[config.mk]
export PLATFORM = sky130hd
export DESIGN_NAME = sja1000_ctrl_module_flat
export DESIGN_NICKNAME = d
export VERILOG_FILES = /design/src/rtl/sja1000_ctrl_module_if.sv /design/src/rtl/sja1000_ctrl_module.sv /design/src/flat_wrapper.sv
export SDC_FILE = /design/constraint.sdc
export NUM_CORES = 1
export LEC_CHECK = 0
export BUFFER_PORTS_ARGS = -buffer_cell sky130_fd_sc_hd__clkbuf_2
export CAP_MARGIN = 20
export CELL_PAD_IN_SITES_DETAIL_PLACEMENT = 1
export CELL_PAD_IN_SITES_GLOBAL_PLACEMENT = 2
export CORE_ASPECT_RATIO = 1.1
export CORE_MARGIN = 1
export CORE_UTILIZATION = 31
export CTS_CLUSTER_SIZE = 30
export DETAILED_ROUTE_END_ITERATION = 12
export GPL_ROUTABILITY_DRIVEN = 0
export PLACE_DENSITY_LB_ADDON = 0.05
export REMOVE_ABC_BUFFERS = 1
export SLEW_MARGIN = 20
export SYNTH_ARGS = -nofsm -noshare
export SYNTH_HDL_FRONTEND = slang
export SYNTH_SLANG_ARGS = --single-unit
[constraint.sdc]
create_clock -name sys_clk -period 3.1 [get_ports sys_clk]
set_input_delay 0.465 -clock sys_clk [delete_from_list [all_inputs] [get_ports sys_clk]]
set_output_delay 0.465 -clock sys_clk [all_outputs]
set_load 0.005 [all_outputs]
[src/rtl/sja1000_ctrl_module_if.sv]
// Register-access channel between the SJA1000 sequencer and the bus-cycle engine.
`timescale 1ns/1ps
interface sja1000_ctrl_module_if;
    logic        sja_trig_o;
    logic [16:0] sja_cmd_o;
    logic [7:0]  sja_rd_data_i;
    logic        sja_rd_valid_i;

    modport master (output sja_trig_o, sja_cmd_o, input  sja_rd_data_i, sja_rd_valid_i);
    modport slave  (input  sja_trig_o, sja_cmd_o, output sja_rd_data_i, sja_rd_valid_i);
endinterface

[src/rtl/sja1000_ctrl_module.sv]
// PeliCAN-mode SJA1000 sequencer: chip init, SR polling, single-frame TX and
// RX buffer draining, issued as {wr, addr, data} commands to the bus-cycle engine.
`timescale 1ns/1ps
module sja1000_ctrl_module #(
    parameter int          ACC_CYCLES  = 24,
    parameter int          POLL_CYCLES = 1000,
    parameter logic [7:0]  CDR_VAL     = 8'hC8,
    parameter logic [7:0]  BTR0_VAL    = 8'h00,
    parameter logic [7:0]  BTR1_VAL    = 8'h14,
    parameter logic [7:0]  OCR_VAL     = 8'h1A,
    parameter logic [31:0] ACR_VAL     = 32'h0,
    parameter logic [31:0] AMR_VAL     = 32'hFFFF_FFFF
) (
    input  logic                          sys_clk,
    input  logic                          sys_rstn,
    input  logic                          tx_req,
    input  logic [10:0]                   tx_id,
    input  logic [3:0]                    tx_dlc,
    input  logic [63:0]                   tx_data,
    output logic                          tx_ack,
    output logic                          tx_done,
    output logic                          rx_valid,
    output logic [10:0]                   rx_id,
    output logic [3:0]                    rx_dlc,
    output logic [63:0]                   rx_data,
    output logic                          init_done,
    sja1000_ctrl_module_if.master         sja
);
    localparam logic [2:0] ST_INIT = 3'd0, ST_IDLE = 3'd1, ST_POLL = 3'd2, ST_TX = 3'd3, ST_RX = 3'd4;
    localparam logic [4:0] INIT_LAST = 5'd14, INIT_RD = 5'd15, INIT_CHK = 5'd16;
    localparam int WIN_W  = $clog2(ACC_CYCLES + 1);
    localparam int POLL_W = $clog2(POLL_CYCLES + 1);

    logic [2:0]        r_state;
    logic [4:0]        r_step;
    logic [3:0]        r_idx;
    logic [WIN_W-1:0]  r_win_cnt;
    logic [POLL_W-1:0] r_poll_cnt;
    logic [7:0]        r_rd_byte;
    logic              r_trig;
    logic [16:0]       r_cmd;
    logic              r_tx_pend, r_tx_ack, r_tx_done, r_rx_valid, r_init_done;
    logic [10:0]       r_tx_id, r_sh_id, r_rx_id;
    logic [3:0]        r_tx_dlc, r_sh_dlc, r_rx_dlc;
    logic [63:0]       r_tx_data, r_sh_data, r_rx_data;
    logic              w_slot;
    logic [63:0]       w_tx_shift;
    logic [3:0]        w_fi_dlc;

    function automatic logic [16:0] f_wr(input logic [7:0] a, input logic [7:0] d);
        return {1'b1, a, d};
    endfunction

    function automatic logic [16:0] f_rd(input logic [7:0] a);
        return {1'b0, a, 8'h00};
    endfunction

    // Init write list as {addr, data}; step 14 (and beyond) is the MOD=08 leave-reset write.
    function automatic logic [15:0] f_init(input logic [4:0] idx);
        case (idx)
            5'd0:    return {8'h00, 8'h01};
            5'd1:    return {8'h1F, CDR_VAL};
            5'd2:    return {8'h06, BTR0_VAL};
            5'd3:    return {8'h07, BTR1_VAL};
            5'd4:    return {8'h08, OCR_VAL};
            5'd5:    return {8'h10, ACR_VAL[31:24]};
            5'd6:    return {8'h11, ACR_VAL[23:16]};
            5'd7:    return {8'h12, ACR_VAL[15:8]};
            5'd8:    return {8'h13, ACR_VAL[7:0]};
            5'd9:    return {8'h14, AMR_VAL[31:24]};
            5'd10:   return {8'h15, AMR_VAL[23:16]};
            5'd11:   return {8'h16, AMR_VAL[15:8]};
            5'd12:   return {8'h17, AMR_VAL[7:0]};
            5'd13:   return {8'h04, 8'h00};
            default: return {8'h00, 8'h08};
        endcase
    endfunction

    // A slot is the first cycle at which a new access may be issued; read results are consumed there.
    assign w_slot     = (r_win_cnt == '0) && !r_trig;
    assign w_tx_shift = r_tx_data << {r_idx[2:0], 3'b000};
    assign w_fi_dlc   = (r_rd_byte[3:0] > 4'd8) ? 4'd8 : r_rd_byte[3:0];

    // NOTE: all sequential state uses non-blocking assignments so every register samples pre-edge values.
    always_ff @(posedge sys_clk or negedge sys_rstn) begin
        if (!sys_rstn) begin
            r_win_cnt <= '0;
            r_rd_byte <= '0;
        end else begin
            if (r_trig)                r_win_cnt <= WIN_W'(ACC_CYCLES - 2);
            else if (r_win_cnt != '0) r_win_cnt <= r_win_cnt - WIN_W'(1);
            if (sja.sja_rd_valid_i && !w_slot) r_rd_byte <= sja.sja_rd_data_i;
            else if (r_trig)                   r_rd_byte <= '0;
        end
    end

    always_ff @(posedge sys_clk or negedge sys_rstn) begin
        if (!sys_rstn) begin
            r_state     <= ST_INIT;
            r_step      <= '0;
            r_idx       <= '0;
            r_poll_cnt  <= '0;
            r_trig      <= 1'b0;
            r_cmd       <= '0;
            r_tx_pend   <= 1'b0;
            r_tx_ack    <= 1'b0;
            r_tx_done   <= 1'b0;
            r_rx_valid  <= 1'b0;
            r_init_done <= 1'b0;
            r_tx_id     <= '0;
            r_tx_dlc    <= '0;
            r_tx_data   <= '0;
            r_sh_id     <= '0;
            r_sh_dlc    <= '0;
            r_sh_data   <= '0;
            r_rx_id     <= '0;
            r_rx_dlc    <= '0;
            r_rx_data   <= '0;
        end else begin
            r_trig     <= 1'b0;
            r_tx_ack   <= 1'b0;
            r_tx_done  <= 1'b0;
            r_rx_valid <= 1'b0;
            case (r_state)
                ST_INIT: if (w_slot) begin
                    if (r_step <= INIT_LAST) begin
                        r_trig <= 1'b1; r_cmd <= {1'b1, f_init(r_step)}; r_step <= r_step + 5'd1;
                    end else if (r_step == INIT_RD) begin
                        r_trig <= 1'b1; r_cmd <= f_rd(8'h00); r_step <= INIT_CHK;
                    end else if (r_rd_byte[0]) begin
                        r_trig <= 1'b1; r_cmd <= f_wr(8'h00, 8'h08); r_step <= INIT_RD;
                    end else begin
                        r_init_done <= 1'b1;
                        r_state     <= ST_IDLE;
                        r_poll_cnt  <= POLL_W'(POLL_CYCLES - 1);
                    end
                end
                ST_IDLE: begin
                    if (tx_req && !r_tx_pend) begin
                        r_tx_pend <= 1'b1;
                        r_tx_ack  <= 1'b1;
                        r_tx_id   <= tx_id;
                        r_tx_dlc  <= (tx_dlc > 4'd8) ? 4'd8 : tx_dlc;
                        r_tx_data <= tx_data;
                    end
                    if (r_poll_cnt == '0) begin
                        r_state <= ST_POLL;
                        r_step  <= '0;
                    end else begin
                        r_poll_cnt <= r_poll_cnt - POLL_W'(1);
                    end
                end
                ST_POLL: if (w_slot) begin
                    if (r_step == 5'd0) begin
                        r_trig <= 1'b1; r_cmd <= f_rd(8'h02); r_step <= 5'd1;
                    end else if (r_rd_byte[0]) begin
                        r_state <= ST_RX; r_step <= '0;
                    end else if (r_rd_byte[2] && r_tx_pend) begin
                        r_state <= ST_TX; r_step <= '0;
                    end else begin
                        r_state <= ST_IDLE; r_poll_cnt <= POLL_W'(POLL_CYCLES - 1);
                    end
                end
                ST_TX: if (w_slot) begin
                    r_trig <= 1'b1;
                    case (r_step)
                        5'd0: begin r_cmd <= f_wr(8'h10, {4'b0, r_tx_dlc}); r_step <= 5'd1; end
                        5'd1: begin r_cmd <= f_wr(8'h11, r_tx_id[10:3]);    r_step <= 5'd2; end
                        5'd2: begin
                            r_cmd  <= f_wr(8'h12, {r_tx_id[2:0], 5'b0});
                            r_idx  <= '0;
                            r_step <= 5'd3;
                        end
                        default: if (r_idx < r_tx_dlc) begin
                            r_cmd <= f_wr(8'h13 + {4'b0, r_idx}, w_tx_shift[63:56]);
                            r_idx <= r_idx + 4'd1;
                        end else begin
                            r_cmd      <= f_wr(8'h01, 8'h01);
                            r_tx_done  <= 1'b1;
                            r_tx_pend  <= 1'b0;
                            r_state    <= ST_IDLE;
                            r_poll_cnt <= POLL_W'(POLL_CYCLES - 1);
                        end
                    endcase
                end
                ST_RX: begin
                    if (r_step == 5'd5) begin
                        // Runs in the CMR trigger cycle so rx_valid lands one cycle later.
                        r_rx_valid <= 1'b1;
                        r_rx_id    <= r_sh_id;
                        r_rx_dlc   <= r_sh_dlc;
                        r_rx_data  <= r_sh_data;
                        r_state    <= ST_POLL;
                        r_step     <= '0;
                    end else if (r_step == 5'd6) begin
                        r_state <= ST_POLL;
                        r_step  <= '0;
                    end else if (w_slot) begin
                        r_trig <= 1'b1;
                        case (r_step)
                            5'd0: begin r_cmd <= f_rd(8'h10); r_step <= 5'd1; end
                            5'd1: begin
                                r_sh_dlc  <= w_fi_dlc;
                                r_sh_data <= '0;
                                if (r_rd_byte[7]) begin
                                    r_cmd <= f_wr(8'h01, 8'h04); r_step <= 5'd6;
                                end else begin
                                    r_cmd <= f_rd(8'h11); r_step <= 5'd2;
                                end
                            end
                            5'd2: begin
                                r_sh_id[10:3] <= r_rd_byte;
                                r_cmd <= f_rd(8'h12); r_step <= 5'd3;
                            end
                            5'd3: begin
                                r_sh_id[2:0] <= r_rd_byte[7:5];
                                r_idx        <= '0;
                                if (r_sh_dlc == 4'd0) begin
                                    r_cmd <= f_wr(8'h01, 8'h04); r_step <= 5'd5;
                                end else begin
                                    r_cmd <= f_rd(8'h13); r_step <= 5'd4;
                                end
                            end
                            default: begin
                                r_sh_data <= r_sh_data | ({r_rd_byte, 56'd0} >> {r_idx[2:0], 3'b000});
                                r_idx     <= r_idx + 4'd1;
                                if (r_idx + 4'd1 == r_sh_dlc) begin
                                    r_cmd <= f_wr(8'h01, 8'h04); r_step <= 5'd5;
                                end else begin
                                    r_cmd <= f_rd(8'h14 + {4'b0, r_idx});
                                end
                            end
                        endcase
                    end
                end
                default: begin
                    r_state <= ST_INIT;
                    r_step  <= '0;
                end
            endcase
        end
    end

    assign tx_ack         = r_tx_ack;
    assign tx_done        = r_tx_done;
    assign rx_valid       = r_rx_valid;
    assign rx_id          = r_rx_id;
    assign rx_dlc         = r_rx_dlc;
    assign rx_data        = r_rx_data;
    assign init_done      = r_init_done;
    assign sja.sja_trig_o = r_trig;
    assign sja.sja_cmd_o  = r_cmd;
endmodule

[src/flat_wrapper.sv]
// flat-port wrapper written by rule: the top's interface ports become plain ports
module sja1000_ctrl_module_flat 
#(
    parameter int          ACC_CYCLES  = 24,
    parameter int          POLL_CYCLES = 1000,
    parameter logic [7:0]  CDR_VAL     = 8'hC8,
    parameter logic [7:0]  BTR0_VAL    = 8'h00,
    parameter logic [7:0]  BTR1_VAL    = 8'h14,
    parameter logic [7:0]  OCR_VAL     = 8'h1A,
    parameter logic [31:0] ACR_VAL     = 32'h0,
    parameter logic [31:0] AMR_VAL     = 32'hFFFF_FFFF
)
  (sys_clk, sys_rstn, tx_req, tx_id, tx_dlc, tx_data, tx_ack, tx_done, rx_valid, rx_id, rx_dlc, rx_data, init_done, sja_sja_trig_o, sja_sja_cmd_o, sja_sja_rd_data_i, sja_sja_rd_valid_i);
  sja1000_ctrl_module_if sja_i ();
  input  logic sys_clk;
  input  logic sys_rstn;
  input  logic tx_req;
  input  logic [10:0] tx_id;
  input  logic [3:0] tx_dlc;
  input  logic [63:0] tx_data;
  output logic tx_ack;
  output logic tx_done;
  output logic rx_valid;
  output logic [10:0] rx_id;
  output logic [3:0] rx_dlc;
  output logic [63:0] rx_data;
  output logic init_done;
  output wire logic [$bits(sja_i.sja_trig_o)-1:0] sja_sja_trig_o;
  output wire logic [$bits(sja_i.sja_cmd_o)-1:0] sja_sja_cmd_o;
  input wire logic [$bits(sja_i.sja_rd_data_i)-1:0] sja_sja_rd_data_i;
  input wire logic [$bits(sja_i.sja_rd_valid_i)-1:0] sja_sja_rd_valid_i;
  assign sja_sja_trig_o = sja_i.sja_trig_o;
  assign sja_sja_cmd_o = sja_i.sja_cmd_o;
  assign sja_i.sja_rd_data_i = sja_sja_rd_data_i;
  assign sja_i.sja_rd_valid_i = sja_sja_rd_valid_i;
  sja1000_ctrl_module #(.ACC_CYCLES(ACC_CYCLES), .POLL_CYCLES(POLL_CYCLES), .CDR_VAL(CDR_VAL), .BTR0_VAL(BTR0_VAL), .BTR1_VAL(BTR1_VAL), .OCR_VAL(OCR_VAL), .ACR_VAL(ACR_VAL), .AMR_VAL(AMR_VAL)) u_core (.sys_clk(sys_clk), .sys_rstn(sys_rstn), .tx_req(tx_req), .tx_id(tx_id), .tx_dlc(tx_dlc), .tx_data(tx_data), .tx_ack(tx_ack), .tx_done(tx_done), .rx_valid(rx_valid), .rx_id(rx_id), .rx_dlc(rx_dlc), .rx_data(rx_data), .init_done(init_done), .sja(sja_i));
endmodule
* Yosys cells after proc, flatten, opt, wreduce, memory -nomap -nowiden
Memories as Yosys holds them, arrays and structs flattened.
Cells that the tools add are included.
W data, S select, Z words.
** Storage, ports and cells
- Register bits after elaboration :: 295
- Memory bits (read-only) :: 208
- Bits of input ports :: 91
- Memories :: 1
** Operators by class
- $add $sub $neg :: 6
- Magnitude comparators :: 4
- Equal/unequal tests :: 38
- Shift-type cells :: 2
- Multiplexer cells :: 103
- Bitwise logic cells :: 7
- Reductions and logical operators :: 35
** Memory list
- (no name shown) :: words 16, bits a word 13, read ports 1, clocked after Yosys merged registers in 0, write ports 0, line sja1000_ctrl_module.sv:60 : case (idx)
** Operators by type and width (count)
- $mux W17 :: 13
- $pmux W17 S4 :: 2
- $pmux W64 S2 :: 1
- $mux W10 :: 12
- $mux W5 :: 16
- $or A64 B64 Y64 :: 1
- $shl A64 B6 Y64 :: 1
- $shr A64 B6 Y64 :: 1
- $pmux W17 S3 :: 1
- $mux W3 :: 14
- $pmux W10 S4 :: 1
- $mux W16 :: 2
- $reduce_and A5 Y1 :: 6
- $mux W4 :: 7
- $ne A2 B2 Y1 const B :: 13
- $pmux W5 S5 :: 1
- $pmux W4 S2 :: 3
- $mux W1 :: 22
- $pmux W5 S4 :: 1
- $reduce_and A9 Y1 :: 2
- $mux W8 :: 2
- $ne A4 B1 Y1 const B :: 4
- $pmux W3 S5 :: 1
- $pmux W5 S3 :: 1
- other kinds (38) :: 67

* Depth between registers and ports, before layout
Gate-level depths: netlist (run 1).
- Word-level depth :: 8
- Gate-level depth with buffers :: 11
- Gate-level depth less buffers :: 9

* Worst setup path before layout (run 1)
OpenSTA, ideal clock, no wires.
- Kind :: register to register
- From :: register u_core.r_idx[0]
- To :: register u_core.r_step[1]
- Setup time :: 0.125 ns
- Arrival time :: 3.150 ns
- Data required time :: 2.975 ns
- Setup slack :: -0.175 ns
- Stages on the path, launching flop included :: 11
- Buffers on the path :: 2
- Clock period less this slack :: 3.275 ns
- Cell sequence :: dfrtp_1 -> buf_4 -> buf_1 -> inv_1 -> ha_1 -> xnor2_1 -> or4bb_1 -> o22ai_2 -> o21ai_1 -> nor3_2 -> mux2_2
** On the way
- Longest elaborated chain between the ends :: 4
** Ends and longest elaborated chain
- start, declared :: line sja1000_ctrl_module.sv:36 : logic [3:0] r_idx;
- start signal, assigned :: line sja1000_ctrl_module.sv:176 : r_idx <= r_idx + 4'd1;
- start signal, assigned :: line sja1000_ctrl_module.sv:226 : r_idx <= r_idx + 4'd1;
- $add A4 B1 Y4 :: line sja1000_ctrl_module.sv:227 : if (r_idx + 4'd1 == r_sh_dlc) begin
- $eq A4 B4 Y1 :: line sja1000_ctrl_module.sv:227
- $ne A8 B1 Y1 (no line)
- $reduce_and A9 Y1 (no line)
- end signal, assigned :: line sja1000_ctrl_module.sv:221 : r_cmd <= f_rd(8'h13); r_step <= 5'd4;
- end signal, assigned :: line sja1000_ctrl_module.sv:228 : r_cmd <= f_wr(8'h01, 8'h04); r_step <= 5'd5;
- end signal, assigned :: line sja1000_ctrl_module.sv:238 : r_step <= '0;
- end, declared :: line sja1000_ctrl_module.sv:35 : logic [4:0] r_step;
No other way between the ends.
A chain may end at the register's enable or synchronous reset.

* Worst setup path after layout (run 1)
- From :: register u_core.r_step[1]
- To :: register u_core.r_sh_data[8]
** On the way
- Longest elaborated chain between the ends :: 4
** Ends and longest elaborated chain
- start signal, assigned :: line sja1000_ctrl_module.sv:100 : r_step <= '0;
- start signal, assigned :: line sja1000_ctrl_module.sv:127 : r_trig <= 1'b1; r_cmd <= {1'b1, f_init(r_step)}; r_step <= r_step + 5'd1;
- start signal, assigned :: line sja1000_ctrl_module.sv:129 : r_trig <= 1'b1; r_cmd <= f_rd(8'h00); r_step <= INIT_CHK;
- $eq A5 B2 Y1 or $logic_not A5 Y1 (tied branches) :: line sja1000_ctrl_module.sv:200 : case (r_step)
- $reduce_or A3 Y1 (no line)
- $not A1 Y1 (no line)
- $reduce_and A5 Y1 (no line)
- end signal, assigned :: line sja1000_ctrl_module.sv:225 : r_sh_data <= r_sh_data | ({r_rd_byte, 56'd0} >> {r_idx[2:0], 3'b000});
- end, declared :: line sja1000_ctrl_module.sv:45 : logic [63:0] r_tx_data, r_sh_data, r_rx_data;
Parallel ways exist; a longest one is shown, timed or not.

==> qor.txt, run 1 <==
Hold Crit Class: in2reg
synth unique cells: 80
NumNets Final: 1568
#FFs+latches synth: 293
per-cell routed wire length: 19.44 µm
ratio of final minimum period to clock period: 89.76%
Antenna Nets Post-Route: 0
Max-Cap Viols: 0
Mapped Area: 13230 µm²
Leakage: 8.277 nW
critical path's largest stage delay: 520 ps
hpwl dp: 27.78 mm
Residual DRC: 0
first-pass GRT wire length: 63.22 mm
largest net degree at the start of global routing: 81
Setup Buffers After CTS: 0
num ports: 192
max-slew violations: 0
Arr. time, crit path: 3270 ps
Worst Setup End Kind: flip-flop
Clock Sinks: 293
Total GRT Usage: 19.07%
starting density of the core: 31.36%
Slew headroom: 40.88%
Post-Syn Instances: 1256
status: finished clean
initial DRC count: 365
maximum fanout along the worst path: 16
CTS root buf: clkbuf_16
Setup Skew: 25.14 ps
PwrDens: 496.2 nW/µm²
M1 GR Usage: 25.61%
Post-synth EDFFs: 0
GRT Max-Usage Layer: met2
Async SR Flop Fraction: 100.0%
Final setup violation count: 0
routed wire length: 39.89 mm
number of global-route vias before repair: 10612
DR pass1 iterations: 4
crit start category: flip-flop
Crit-path slowest cell: a2111o_4
Synth Flop Type: dfrtp_1
commonest non-fill, non-tap cell in the layout: dfrtp_1
final non-filler cell total: 2052
VDD IR max: 0.0002818 V
GR Util met3: 4.784%
layout cell share with drive strength beyond 1: 29.23%
sequential-to-total area share from yosys stat: 55.40%
critical path class: reg2reg
Synth Warn #: 0
Final min period: 2783 ps
Num CTS Buffers: 35
FP Rows: 79
Die Wd: 199 µm
M2 GR Usage: 29.98%
Buffers on Ports: 189
Vias: 10021
Final Hold Vio Count: 0
Area Overhead vs Synth: 22.20%
Die ar.: 43520 µm²
Die Y: 218.7 µm
DR vias/cell: 4.884
Slew @ Worst Pin: 872.9 ps
multi-input combinational cell area: 5495 µm²
critical-path cell list: inv_1 > ha_1 > or2_2 > and3_1 > a2111o_4 > nor3_4 > buf_4 > a31oi_1 > nor2_1
CTS tree: built
grt ovf: 0
Avg Cell Area, Syn: 10.54 µm²
fillers: 4848
total power draw: 0.008025 W
placed cells: 1990
unrepaired setup endpoints after global routing: false
Highest Clock Rate: 359.4 MHz
FF/Latch Area: 7335 µm²
Clock Path Buffers: 3
CTS clk-pin slew, worst paths: 70 ps
Critical Path RT: 3590 ps
core region area: 42210 µm²
initial antenna violation count: 1
clock latency at the later pin of the worst-skew pair: 560 ps
H-tree depth: 2
n_diodes: 0
most frequent cells in the layout: 291 x dfrtp_1, 289 x nand2_1, 188 x clkbuf_2, 100 x nor2_1, 98 x mux2_2
Yosys cell counts, types with 4 or more instances:
master    instances  area (µm²)
a21o_1            7       52.55
a21oi_1          67       335.3
a221oi_1          4       35.03
a22oi_1           6       45.04
a31oi_1          29       181.4
and2_1            6       37.54
buf_1             5       18.77
buf_2            27       135.1
clkbuf_1         37       138.9
dfrtp_1         293        7332
ha_1             16       200.2
inv_1            22       82.58
mux2_2           98        1104
mux2i_1           8       80.08
mux4_2           17       382.9
nand2_1         289        1085
nand2b_1         11       68.82
nand3_1          10       50.05
nand3b_1         10       75.07
nor2_1          101       379.1
nor2b_1          12       75.07
nor3_1           14       70.07
nor3b_1           5       37.54
nor4_1            5       31.28
o21a_1            4       30.03
o21ai_0          46       230.2
o22ai_1           5       31.28
o31ai_1           6       45.04
or3_1             5       31.28
xnor2_1           4       35.03
xor2_1            4       35.03
power by group:
group | switching [W] | internal, W | leakage (nW)
Combinational | 0.000145 | 0.0000755 | 3.71
Clock | 0.00167 | 0.00228 | 0.535
Sequential | 0.0000204 | 0.00383 | 4.03
sequential cells by signal, summed over array words and instances (netlist names), 4 cells and up:
signal                flops
u_core.r_sh_data         64
u_core.r_tx_data         64
u_core.rx_data           64
u_core.sja.sja_cmd_o     15
u_core.r_sh_id           11
u_core.r_tx_id           11
u_core.rx_id             11
u_core.r_poll_cnt        10
u_core.r_rd_byte          8
u_core.r_step             5
u_core.r_win_cnt          5
u_core.r_idx              4
u_core.r_sh_dlc           4
u_core.r_tx_dlc           4
u_core.rx_dlc             4
metrics by stage:
stage,setup slack (ps),TNS [ps],utilization (%),hold slack (ps),cell area [µm²]
2_1_floorplan,-1575,-190360,-,169.4,12890
3_3_place_gp,291.9,0,35.70,453.5,15070
3_5_place_dp,223.8,0,35.70,461.5,15070
4_1_cts,185.1,0,38.31,72.62,16170
5_1_grt,136.7,0,38.32,84.07,16170
6_report,317.3,0,38.32,104.2,16170
logic make-up after synthesis:
| group | Yosys count | synth area share [%] |
|---|---|---|
| xor+xnor | 8 | 0.5294 |
| buf+inv | 98 | 3.290 |
| other cells | 1 | 0.02834 |
| fa+ha+maj | 16 | 1.513 |
| mux | 123 | 11.84 |
| simple gates | 497 | 16.75 |
| compound gates | 220 | 10.65 |
| flops | 293 | 55.40 |
critical path: cells and delay by family, from the launching register on:
kind / cells / cell delay (ps)
and+or+nand+nor: 4 / 850
AOI/OAI and AO/OA: 2 / 650
adders and majority gates: 1 / 340
buffers and inverters: 2 / 420
DFF: 1 / 450
timing repair:
item / CTS / global route
hold endpoints to repair: 60 / 0
resized for setup: 0 / 1
endpoints found under the setup margin: 0 / 1
hold buffers: 1 / 0
metal layers:
layer  vias to the layer above  wire length [µm]
met4                         2              1020
met5                         -                13
met3                        57              2145
li1                       4758                 -
met1                      4993             18330
met2                       211             18380
final cells by class:
class	count	area share (%)
timing repair buffer	242	9.006
inverter	23	0.5338
sequential	293	45.35
clock inverter	8	0.4720
tap	567	4.387
clock buffer	53	6.267
multi-input combinational	866	33.98
final timing paths:
| check | to | slack, ps | cells past startpoint | startpoint |
|---|---|---|---|---|
| worst min-delay path | u_core.r_tx_data[0] | 100 | 3 | tx_data[0] |
| worst max register to register | u_core.r_sh_data[8] | 320 | 9 | u_core.r_step[1] |
| worst max-delay path | u_core.r_sh_data[8] | 320 | 9 | u_core.r_step[1] |
| max in group asynchronous | u_core.r_sh_data[14] | 1730 | 4 | sys_rstn |
| min in group asynchronous | u_core.rx_id[3] | 470 | 2 | sys_rstn |
| worst min register to register | u_core.r_tx_data[27] | 470 | 2 | u_core.r_tx_data[27] |
No activity file was read; power rests on OpenSTA's default activity.
==> inputs of run 2 (changes only) <==
--- a/config.mk
+++ b/config.mk
@@ -5,7 +5,7 @@
 export SDC_FILE = /design/constraint.sdc
 export NUM_CORES = 1
 export LEC_CHECK = 0
-export BUFFER_PORTS_ARGS = -buffer_cell sky130_fd_sc_hd__clkbuf_2
+export BUFFER_PORTS_ARGS = -buffer_cell sky130_fd_sc_hd__buf_4
 export CAP_MARGIN = 20
 export CELL_PAD_IN_SITES_DETAIL_PLACEMENT = 1
 export CELL_PAD_IN_SITES_GLOBAL_PLACEMENT = 2
@@ -15,6 +15,7 @@
 export CTS_CLUSTER_SIZE = 30
 export DETAILED_ROUTE_END_ITERATION = 12
 export GPL_ROUTABILITY_DRIVEN = 0
+export HOLD_SLACK_MARGIN = 0.12
 export PLACE_DENSITY_LB_ADDON = 0.05
 export REMOVE_ABC_BUFFERS = 1
 export SLEW_MARGIN = 20
==> run 2 against run 1 <==
Clock-buffer cell count fell by 4. Flip-flop and latch count unchanged. Final cell count up 3.1%. Largest cell class unchanged.
==> qor.txt, run 2 (same netlist as run 1, synthesis figures left out) <==
initial antenna violation count: 0
clock network power share: 51.5%
Slew headroom: 39.11%
crit start category: flip-flop
final core occ: 41.23%
Critical Path RT: 3520 ps
initial DRC count: 419
Die Wd: 199 µm
critical path class: reg2reg
Area Overhead vs Synth: 31.50%
grt ovf: 0
DR vias/cell: 4.839
Vias: 10240
Leakage: 8.744 nW
Residual DRC: 0
FP Rows: 79
num ports: 192
Hold Crit Class: in2reg
Antenna Nets Post-Route: 0
hpwl dp: 28.14 mm
internal power: 0.006695 W
Clock Path Buffers: 3
H-tree depth: 2
number of global-route vias before repair: 10923
M1 GR Usage: 26.48%
critical-path cell list: inv_1 > ha_1 > xnor2_1 > or4bb_1 > o22ai_2 > o21ai_1 > nor3_2 > mux2_2
max-slew violations: 0
fillers: 4683
Num CTS Buffers: 35
Setup Skew: 20.66 ps
DR pass1 iterations: 4
Clock Sinks: 293
register share of total power: 45.0%
Net Switching: 0.001873 W
Max-Cap Viols: 0
layout cell share with drive strength beyond 1: 28.47%
per-cell routed wire length: 19.39 µm
routed wire length: 41.04 mm
core region area: 42210 µm²
Worst Setup End Kind: flip-flop
GRT Max-Usage Layer: met2
clock latency at the later pin of the worst-skew pair: 540 ps
Switching Fraction: 21.87%
status: finished clean
Total GRT Usage: 19.48%
commonest non-fill, non-tap cell in the layout: dfrtp_1
n_diodes: 0
critical path's top delay family: simple AND/OR/NAND/NOR gates
most frequent cells in the layout: 291 x dfrtp_1, 289 x nand2_1, 234 x buf_4, 101 x nor2_1, 98 x mux2_2
Final setup violation count: 0
ratio of final minimum period to clock period: 93.56%
CP bufs+invs: 1
multi-input combinational cell area: 5493 µm²
Slew @ Worst Pin: 913.3 ps
VDD IR max: 0.0002621 V
first-pass GRT wire length: 64.83 mm
Crit-path slowest cell: or4bb_1
largest net degree at the start of global routing: 78
starting density of the core: 31.36%
GR Util met3: 3.704%
Final Hold Vio Count: 0
critical path's largest stage delay: 530 ps
WHS: 134.2 ps
NumNets Final: 1630
maximum fanout along the worst path: 5
Final min period: 2900 ps
unrepaired setup endpoints after global routing: false
Comb pwr share: 3.5%
CTS root buf: clkbuf_16
CTS clk-pin slew, worst paths: 60 ps
Die Y: 218.7 µm
Highest Clock Rate: 344.8 MHz
Arr. time, crit path: 3320 ps
Die ar.: 43520 µm²
FF/Latch Area: 7335 µm²
M2 GR Usage: 31.41%
CTS tree: built
PwrDens: 492.4 nW/µm²
Buffers on Ports: 189
[run 2: worst paths after layout]
path	start	to	slack (ps)	cells past startpoint
setup / recovery	u_core.r_idx[0]	u_core.r_step[2]	200	8
hold / removal	tx_id[9]	u_core.r_tx_id[9]	130	3
setup reg to reg	u_core.r_idx[0]	u_core.r_step[2]	200	8
hold reg to reg	u_core.r_tx_data[10]	u_core.r_tx_data[10]	470	2
max in group asynchronous	sys_rstn	u_core.r_idx[2]	1860	3
min in group asynchronous	sys_rstn	u_core.r_sh_id[0]	450	2
[run 2: worst register-to-register path, stage by stage, from the launching register on]
cell     delay, ps
dfrtp_2        410
inv_1          160
ha_1           300
xnor2_1        200
or4bb_1        530
o22ai_2        180
o21ai_1        160
nor3_2         450
mux2_2         390
[run 2: final cells by class]
type	instances	area share [%]
flip-flops and latches	293	42.15
repair buffers	304	14.55
well taps	567	4.077
multi-input cells	866	31.56
clock buffers	49	5.795
inverters	23	0.4961
clock inverters	14	1.373
[run 2: metal layers]
| metal | wire (µm) | share of wire (%) |
|---|---|---|
| met1 | 18840 | 46 |
| met5 | 0 | 0 |
| met3 | 1940 | 4.7 |
| met2 | 19330 | 47 |
| met4 | 931 | 2.3 |
[run 2: stage by stage]
stage	area [µm²]	setup TNS [ps]	worst slack [ps]	cells	total power (W)
after floorplan	12890	-190360	-1575	1182	0.003951
after global placement	15530	0	277.0	1991	0.004175
after detailed placement	15530	0	178.1	1991	0.004176
after CTS	17400	0	158.1	2116	0.008725
after global routing	17400	0	49.08	2116	0.008881
final	17400	0	199.7	2116	0.008568
[run 2: power groups by stage]
stage               logic (W)  registers [W]  clock network, W
finish               0.000297        0.00386           0.00441
global route         0.000333        0.00386           0.00469
CTS                  0.000309        0.00386           0.00456
detailed placement   0.000246        0.00393                 0
global placement     0.000245        0.00393                 0
floorplan           0.0000312        0.00392                 0
[run 2: repair_timing]
item | 4_1_cts | 5_1_grt
resized for setup | 0 | 0
hold endpoints to repair | 103 | 0
setup buffers | 0 | 0
hold buffers | 62 | 0
==> inputs of run 3 (changes only) <==
--- a/config.mk
+++ b/config.mk
@@ -9,7 +9,7 @@
 export CAP_MARGIN = 20
 export CELL_PAD_IN_SITES_DETAIL_PLACEMENT = 1
 export CELL_PAD_IN_SITES_GLOBAL_PLACEMENT = 2
-export CORE_ASPECT_RATIO = 1.1
+export CORE_ASPECT_RATIO = 0.5
 export CORE_MARGIN = 1
 export CORE_UTILIZATION = 31
 export CTS_CLUSTER_SIZE = 30
==> run 3 against run 2 <==
Non-clock buffer count grew 26. Combinational power grew 7.4%. Critical path type unchanged. Register-to-register slack is essentially flat. Wire length shrank 3.2%. First-iteration DRC count grew 25%. Largest power group is now registers. Via count grew 2.3%. Worst hold slack gained 20 ps. Sequential power is essentially flat. Final area shrank 0.22%. Final cell count grew 1.1%. Utilization grew 0.068 points.
==> qor.txt, run 3 (same netlist as run 1, synthesis figures left out) <==
status: finished clean
Clock Path Buffers: 3
core region area: 42040 µm²
critical path class: reg2reg
Hold Crit Class: in2reg
Leakage: 8.695 nW
ratio of final minimum period to clock period: 93.76%
Die ar.: 43570 µm²
routed wire length: 39.74 mm
CTS tree: built
maximum fanout along the worst path: 16
initial antenna violation count: 0
pre-CTS setup slack: 182.2 ps
Slew headroom: 44.86%
grt ovf: 0
GRT Max-Usage Layer: met2
final setup margin: 193.6 ps
per-cell routed wire length: 18.57 µm
num ports: 192
Slew @ Worst Pin: 827.1 ps
GR Util met3: 3.123%
n_diodes: 0
Die Y: 148.1 µm
Total GRT Usage: 18.52%
Residual DRC: 0
DR pass1 iterations: 4
Placed Area: 15580 µm²
max-slew violations: 0
Arr. time, crit path: 3400 ps
hpwl dp: 27.67 mm
Num CTS Buffers: 29
crit start category: flip-flop
Final Hold Vio Count: 0
unrepaired setup endpoints after global routing: false
layout cell share with drive strength beyond 1: 27.58%
M1 GR Usage: 25.91%
final core occ: 41.30%
Setup TNS: 0 ps
NumNets Final: 1650
starting density of the core: 31.48%
Max-Cap Viols: 0
largest net degree at the start of global routing: 83
Setup Buffers After CTS: 0
Die Wd: 294.2 µm
Area Overhead vs Synth: 31.21%
Clock Sinks: 293
Critical Path RT: 3590 ps
Setup Skew: 13.75 ps
cell area after layout: 17360 µm²
commonest non-fill, non-tap cell in the layout: dfrtp_1
Final setup violation count: 0
initial DRC count: 524
Vias: 10477
Highest Clock Rate: 344.1 MHz
PwrDens: 442.1 nW/µm²
CTS clk-pin slew, worst paths: 60 ps
M2 GR Usage: 30.40%
number of global-route vias before repair: 11138
Buffers on Ports: 189
Worst Setup End Kind: flip-flop
Antenna Nets Post-Route: 0
Final min period: 2906 ps
clock latency at the later pin of the worst-skew pair: 570 ps
VDD IR max: 0.0003833 V
H-tree depth: 1
FP Rows: 53
most frequent cells in the layout: 291 x dfrtp_1, 289 x nand2_1, 236 x buf_4, 101 x nor2_1, 98 x mux2_2
DR vias/cell: 4.896
first-pass GRT wire length: 63.70 mm
CTS root buf: clkbuf_16
==> run 3: changes by cell type in the layout (fill, tap and decap cells not counted), sizes merged <==
cell / before / now
clkinv: 8 / 4
dlygate4sd3: 62 / 85
bufinv: 5 / 1
clkinvlp: 0 / 2
buf: 242 / 245
clkbuf: 49 / 43
==> run 3: cell type report <==
class                   count  area [µm²]
well taps                 577       721.9
flip-flops and latches    293        7335
repair buffers            330        2798
clock inverters             8       73.82
clock buffers              43       848.3
fillers                  4685       24680
multi-input cells         866        5502
inverters                  23       86.33
==> run 3: repair_timing <==
item / in CTS / in global routing
gates resized for setup: 0 / 1
endpoints found under the setup margin: 0 / 1
endpoints found under the hold margin: 151 / 0
hold buffers: 85 / 0
==> run 3: critical path, stage by stage (launching register included) <==
cell and delay [ps]:
dfrtp_1 440, inv_1 150, ha_1 370, nor2_1 390, nand2_1 220, a2111o_4 600, nor3_4 120, buf_4 300
a21oi_1 120, nor2_1 110
==> run 3: metal layers <==
metal,wire length (µm),vias up
li1,-,4905
met1,18820,5373
met2,18810,148
met3,1469,51
met4,636,0
met5,0,-
==> run 3: worst paths after layout <==
path | start | end | slack [ps] | cells past startpoint
setup / recovery | u_core.r_step[0] | u_core.r_sh_data[57] | 190 | 9
hold / removal | tx_dlc[0] | u_core.r_tx_dlc[0] | 150 | 3
setup reg to reg | u_core.r_step[0] | u_core.r_sh_data[57] | 190 | 9
hold reg to reg | u_core.r_tx_id[0] | u_core.r_tx_id[0] | 470 | 2
max in group asynchronous | sys_rstn | u_core.r_tx_data[7] | 1680 | 3
min in group asynchronous | sys_rstn | u_core.rx_valid | 480 | 2
==> run 3: per-stage QoR <==
stage / hold WS (ps) / instances / total power [W]
after detailed placement: 462.5 / 2004 / 0.004169
final: 154.1 / 2140 / 0.007677
after CTS: 131.6 / 2140 / 0.007818
after global placement: 454.9 / 2004 / 0.004166
after global routing: 144.0 / 2140 / 0.007998
after floorplan: 169.4 / 1182 / 0.003951
==> run 3: power by group <==
group	switching [W]	internal (W)
Clock	0.00154	0.00197
Sequential	0.0000245	0.00383
Combinational	0.000152	0.000167
